===== config.mk =====
export PLATFORM = sky130hd
export DESIGN_NAME = clock_divider_bank
export DESIGN_NICKNAME = d
export VERILOG_FILES = /design/src/rtl/clock_divider_pkg.sv /design/src/rtl/clock_divider_channel.sv /design/src/rtl/clock_divider_bank.sv
export SDC_FILE = /design/constraint.sdc
export NUM_CORES = 1
export LEC_CHECK = 0
export ABC_AREA = 1
export CORE_MARGIN = 1
export CORE_UTILIZATION = 40
export DETAILED_ROUTE_END_ITERATION = 8
export GPL_ROUTABILITY_DRIVEN = 0
export PLACE_DENSITY_LB_ADDON = 0.3
export SLEW_MARGIN = 20
export SYNTH_ARGS = -nofsm -noshare
export SYNTH_HDL_FRONTEND = slang
export SYNTH_SLANG_ARGS = --single-unit

===== constraint.sdc =====
create_clock -name clock -period 2.6 [get_ports clock]
set_input_delay 0.39 -clock clock [delete_from_list [all_inputs] [get_ports clock]]
set_output_delay 0.39 -clock clock [all_outputs]
set_load 0.005 [all_outputs]

===== src/rtl/clock_divider_pkg.sv =====
// rtl/clock_divider_pkg.sv - shared constants, config type and period clamp for clock_divider_bank
package clock_divider_pkg;

  localparam int          DEF_DIV_W  = 8;
  localparam int unsigned MIN_PERIOD = 2;

  typedef struct packed {
    logic [DEF_DIV_W-1:0] period;
    logic [DEF_DIV_W-1:0] high;
  } div_cfg_t;

  // Periods below two cycles cannot produce both a high and a low phase.
  function automatic int unsigned clamp_period(input int unsigned p);
    return (p < MIN_PERIOD) ? MIN_PERIOD : p;
  endfunction

endpackage


===== src/rtl/clock_divider_channel.sv =====
// rtl/clock_divider_channel.sv - one divider channel with shadowed config (CLOCK_DIVIDER_PERIOD_COUNT_EN adds a tick counter)
module clock_divider_channel
  import clock_divider_pkg::*;
#(
  parameter int DIV_W          = DEF_DIV_W,
  parameter int DEFAULT_PERIOD = 10
) (
  input  logic             clk_i,
  input  logic             rst_ni,
  input  logic             enable_i,
  input  logic             restart_i,
  input  logic             cfg_we_i,
  input  logic [DIV_W-1:0] cfg_period_i,
  input  logic [DIV_W-1:0] cfg_high_i,
  output logic             pending_o,
  output logic             clk_out_o,
  output logic             tick_o
`ifdef CLOCK_DIVIDER_PERIOD_COUNT_EN
  ,
  output logic [15:0]      period_count_o
`endif
);

  typedef struct packed {
    logic [DIV_W-1:0] period;
    logic [DIV_W-1:0] high;
  } cfg_t;

  localparam cfg_t RST_CFG = '{period: DIV_W'(clamp_period(DEFAULT_PERIOD)),
                               high:   DIV_W'(DEFAULT_PERIOD / 2)};

  logic [DIV_W-1:0] cnt_q, cnt_d;
  logic             run_q;
  cfg_t             act_q, act_d, sh_q;
  logic             pend_q, pend_d;
  logic             clk_q, clk_d;
  logic             tick_q, tick_d;
  logic             apply;

  // Outputs are computed from the next count so the flops line up with cnt_q.
  always_comb begin
    apply  = 1'b0;
    cnt_d  = cnt_q + DIV_W'(1);
    if (!enable_i || !run_q || restart_i || (cnt_q == act_q.period - DIV_W'(1))) begin
      cnt_d = '0;
      apply = pend_q;
    end
    act_d  = apply ? sh_q : act_q;
    pend_d = apply ? 1'b0 : (pend_q | cfg_we_i);
    clk_d  = enable_i && (cnt_d < act_d.high);
    tick_d = enable_i && (cnt_d == act_d.period - DIV_W'(1));
  end

  always_ff @(posedge clk_i or negedge rst_ni) begin
    if (!rst_ni) begin
      cnt_q  <= '0;
      run_q  <= 1'b0;
      act_q  <= RST_CFG;
      sh_q   <= RST_CFG;
      pend_q <= 1'b0;
      clk_q  <= 1'b0;
      tick_q <= 1'b0;
    end else begin
      cnt_q  <= cnt_d;
      run_q  <= enable_i;
      act_q  <= act_d;
      pend_q <= pend_d;
      clk_q  <= clk_d;
      tick_q <= tick_d;
      if (cfg_we_i) begin
        sh_q <= '{period: DIV_W'(clamp_period(32'(cfg_period_i))), high: cfg_high_i};
      end
    end
  end

`ifdef CLOCK_DIVIDER_PERIOD_COUNT_EN
  logic [15:0] pcnt_q;

  always_ff @(posedge clk_i or negedge rst_ni) begin
    if (!rst_ni) begin
      pcnt_q <= '0;
    end else if (enable_i && tick_q) begin
      pcnt_q <= pcnt_q + 16'd1;
    end
  end

  assign period_count_o = pcnt_q;
`endif

  assign pending_o = pend_q;
  assign clk_out_o = clk_q;
  assign tick_o    = tick_q;

endmodule


===== src/rtl/clock_divider_bank.sv =====
// rtl/clock_divider_bank.sv - multi-channel programmable clock divider (CLOCK_DIVIDER_PERIOD_COUNT_EN adds period_count)
module clock_divider_bank
  import clock_divider_pkg::*;
#(
  parameter  int CHANNELS       = 4,
  parameter  int DIV_W          = DEF_DIV_W,
  parameter  int DEFAULT_PERIOD = 10,
  localparam int CW             = (CHANNELS > 1) ? $clog2(CHANNELS) : 1
) (
  input  logic                clock,
  input  logic                reset_n,
  input  logic [CHANNELS-1:0] enable,
  input  logic                cfg_valid,
  output logic                cfg_ready,
  input  logic [CW-1:0]       cfg_chan,
  input  logic [DIV_W-1:0]    cfg_period,
  input  logic [DIV_W-1:0]    cfg_high,
  input  logic                sync_restart,
  output logic [CHANNELS-1:0] clk_out,
  output logic [CHANNELS-1:0] tick
`ifdef CLOCK_DIVIDER_PERIOD_COUNT_EN
  ,
  output logic [CHANNELS*16-1:0] period_count
`endif
);

  localparam int NSEL = 1 << CW;

  logic [CHANNELS-1:0] pend;
  logic [NSEL-1:0]     pend_ext;

  // Unused channel codes read as never-pending, so requests to them are accepted and dropped.
  assign pend_ext  = NSEL'(pend);
  assign cfg_ready = !pend_ext[cfg_chan];

  for (genvar i = 0; i < CHANNELS; i++) begin : g_chan
    logic cfg_we;
    assign cfg_we = cfg_valid && cfg_ready && (cfg_chan == CW'(i));

    clock_divider_channel #(
      .DIV_W          (DIV_W),
      .DEFAULT_PERIOD (DEFAULT_PERIOD)
    ) u_chan (
      .clk_i          (clock),
      .rst_ni         (reset_n),
      .enable_i       (enable[i]),
      .restart_i      (sync_restart),
      .cfg_we_i       (cfg_we),
      .cfg_period_i   (cfg_period),
      .cfg_high_i     (cfg_high),
      .pending_o      (pend[i]),
      .clk_out_o      (clk_out[i]),
      .tick_o         (tick[i])
`ifdef CLOCK_DIVIDER_PERIOD_COUNT_EN
      ,
      .period_count_o (period_count[i*16 +: 16])
`endif
    );
  end

endmodule


==> reports/qor.csv <==
stage;metric;value;unit
floorplanning;pin_count;35;
timing;fin_tns_setup;-1.02;ns
detailed_routing;wl_per_cell;14.5;um
finish;antenna_cells;0;
setup_path;reg2reg_depth;22;
status;violations;setup timing;
setup_path;r2r-start;g_chan[2].u_chan.act_q[9];
timing;worst_pin_slew;0.544;ns
timing;slew_headroom;63.7;%
floorplanning;dieWidth;162;um
floorplanning;die_h;162;um
synth;synth_area;10200;um2
clock_network;cts_num_sinks;176;
setup_path;crit_arrival;3.18;ns
synth;synth_top_area_cell;dfrtp_1;
detailed_routing;dr.pass1.iters;5;
timing;post-route-period-util;109;%
floorplanning;die-area;26200;um2
clock_network;clockBufferDepth;2;
clock_network;cts_made_buffers;17;
synth;synth_top_family_by_area;simple AND/OR/NAND/NOR gates;
setup_path;path_max_fanout;4;
finish;final_layout_size_suffix_gt1_share;29.4;%
setup_path;start_kind;flop;
grt;grt_antenna_before_repair;1;
synth;synth_edf_count;0;
grt;grt_pass1_vias;8876;
finish;nFillCells;2316;
pwr;power;0.0145;W
clock_network;cts-root-buf;clkbuf_16;
pwr;ir_drop;0.560;mV
detailed_routing;route.detailed.drc;0;
timing;setup_viol;9;
placement;portBuffers;34;
timing;final.setup.worst_slack;-0.237;ns
floorplanning;core_area;25100;um2
synth;ys_warn_count;0;
synth;synth_simple_gate_area_share;30.3;%
min_path;hp-class;in2async;
setup_path;required;2.95;ns
synth;synth.most_common_cell;nand2_1;
placement;dp_cells;1789;
synth;async_reset_ff_share;100;%
grt;grt_pass1_wl;43400;um
finish;utilization;54.2;%
setup_path;regToRegEndpoint;g_chan[2].u_chan.tick_o;
synth;yosys-top-cells-count;nand2_1 (360), inv_1 (182), dfrtp_1 (144), nor2_1 (99);
finish;finalNetCount;1584;
timing;hold_viol_final;0;
synth;muxShareOfSynthArea;0;%
detailed_routing;ant_nets;0;
detailed_routing;via_per_inst;4.87;
floorplanning;initial_utilization;40.8;%
setup_path;critPathKind;reg2reg;
finish;stdcell_count;1861;
synth;syn_nets;1391;
finish;syn_to_final_growth;33.1;%
synth;avgSynthCellArea;7.72;um2
synth;syn_inst;1325;
grt;grt_usage;20.9;%
timing;worst_clock_skew;0.0131;ns
timing;fin_crit;2.84;ns
timing;report.final.slew_viol_count;0;
pwr;p_per_area;1060;nW/um2
grt;grt_max_degree;52;
floorplanning;rows;58;
detailed_routing;wl;26900;um
synth;synthAdderAreaFrac;4.89;%
timing;fmaxAchievable;0.352;GHz
timing;rsz0062_at_grt;true;
grt;grt-ovfl-total;0;
run;cap_violations;0;
synth;synth_compound_area_share;8.00;%
setup_path;critPathCaptureType;flop;
detailed_routing;vias;9056;
clock_network;clkTransAtPathRegs;0.07;ns
clock_network;htree_num_levels;4;
detailed_routing;drtIter0Drc;424;
synth;synth_area_leaders;dfrtp_1 (35%), nand2_1 (13%), dfstp_2 (8.2%), inv_1 (6.7%), ha_1 (4.9%);
clock_network;cts_tree;done;
status;status;finished, violations left;
synth;ys.flop_type;dfrtp_1;
synth;synth-xor-area-share;3.94;%
placement;hpwl;19400;um
setup_path;timing.reg2reg.setup_slack;-0.24;ns
synth;synth_top_area_share;35.2;%
synth;synth_cell_type_count;40;
pwr;power.leakage;6.59;nW
synth;synth-seq-cells;176;
clock_network;clock_latency;0.43;ns
synth;seq_area_frac_synth;43.4;%
[flip-flops by register name, summed over array words and instances (netlist names)]
name	count
g_chan.u_chan.tick_o	4
g_chan.u_chan.cnt_q	32
g_chan.u_chan.pending_o	4
g_chan.u_chan.sh_q	64
g_chan.u_chan.run_q	4
g_chan.u_chan.act_q	64
g_chan.u_chan.clk_out_o	4
[power by group]
part / leakage (nW) / internal (W) / total (W) / switching (W)
Sequential: 2.13 / 0.00373 / 0.00434 / 0.000616
Combinational: 4.19 / 0.00352 / 0.00748 / 0.00396
Clock: 0.279 / 0.00154 / 0.00266 / 0.00111
[layout make-up]
| class | instances | area, um2 | share of cell area (%) |
|---|---|---|---|
| Sequential cell | 176 | 4450 | 32.7 |
| Clock buffer | 20 | 447 | 3.28 |
| Inverter | 195 | 753 | 5.53 |
| Timing Repair Buffer | 210 | 1870 | 13.7 |
| Multi-Input combinational cell | 918 | 5530 | 40.6 |
| Clock inverter | 12 | 159 | 1.17 |
| Tap cell | 330 | 413 | 3.03 |
[worst max-delay path by stage]
stage | cells after the start | end | slack [ns] | startpoint
2_1_floorplan | 27 | g_chan[1].u_chan.tick_o | -0.05 | g_chan[1].u_chan.act_q[9]
3_3_place_gp | 12 | g_chan[1].u_chan.clk_out_o | -0.42 | sync_restart
3_5_place_dp | 12 | g_chan[1].u_chan.clk_out_o | -0.36 | sync_restart
4_1_cts | 23 | g_chan[2].u_chan.tick_o | -0.26 | g_chan[2].u_chan.act_q[9]
5_1_grt | 22 | g_chan[2].u_chan.tick_o | -0.45 | g_chan[2].u_chan.act_q[9]
6_report | 22 | g_chan[2].u_chan.tick_o | -0.24 | g_chan[2].u_chan.act_q[9]
[layout by cell type (no fill, tap or decap), types with 9 or more instances in the layout]
cell type,n
xor2_1,21
nand4_1,9
o21ai_2,12
clkbuf_16,18
buf_6,18
buf_4,146
nor2_1,91
nand2_4,13
o21ai_4,13
inv_2,22
inv_1,167
o21ai_1,22
o21a_1,13
a21oi_2,10
nand3b_1,10
nand3_2,11
nor2_2,20
nor3_1,12
nand3_1,92
xnor2_1,22
dfstp_2,32
or2_2,16
a21oi_1,12
ha_4,19
dfrtp_1,142
nand2_1,341
clkdlybuf4s50_1,33
nand2_2,36
o21ai_0,58
ha_1,20
or2_4,10
[per-layer routing]
| layer | global-route usage, % | routed length, um | part of all wire (%) | up-vias |
|---|---|---|---|---|
| met4 | 6.65 | 493 | 1.8 | 0 |
| met5 | 0 | 0 | 0 | - |
| met1 | 28.0 | 12300 | 46 | 4299 |
| met3 | 2.91 | 1000 | 3.7 | 38 |
| met2 | 34.9 | 13200 | 49 | 173 |
| li1 | - | - | - | 4546 |
[worst max-delay path, stage by stage (launching register included)]
cell	delay, ns
dfstp_2	0.54
inv_2	0.05
ha_4	0.27
nand2_2	0.05
nand2_1	0.05
nand2_1	0.05
nor2_1	0.08
nand3_1	0.07
nor2_1	0.09
nand2_1	0.07
nand2_2	0.12
nand2_4	0.09
buf_6	0.13
nand2_2	0.07
nand2_2	0.07
ha_4	0.27
o21bai_1	0.10
nand3_1	0.08
nor2_1	0.10
nand3_1	0.07
nor2_1	0.12
nand3_1	0.10
nor3_2	0.12
[metrics by stage]
| step | setup WS [ns] | cell area, um2 | hold slack [ns] |
|---|---|---|---|
| 3_3_place_gp | -0.416 | 12000 | 0.383 |
| 5_1_grt | -0.446 | 13600 | 0.499 |
| 3_5_place_dp | -0.360 | 12000 | 0.388 |
| 2_1_floorplan | -0.0469 | 10400 | 0.0944 |
| 6_report | -0.237 | 13600 | 0.482 |
| 4_1_cts | -0.256 | 13100 | 0.483 |
[repair_timing]
action	4_1_cts	5_1_grt
endpoints found under the hold margin	40	0
gates resized for setup	102	94
endpoints found under the setup margin	8	12
setup buffers	22	20
pin swaps	37	52
cloned	0	1
hold buffers	1	0
[logic make-up (layout without fill, tap and decap cells)]
kind of cell,count (synthesis),in the layout
simple gates,683,683
buf+inv,231,437
flops,176,176
compound gates,149,149
xor+xnor,46,46
fa+ha+maj,40,40
Power figures use the tool's default switching activity.
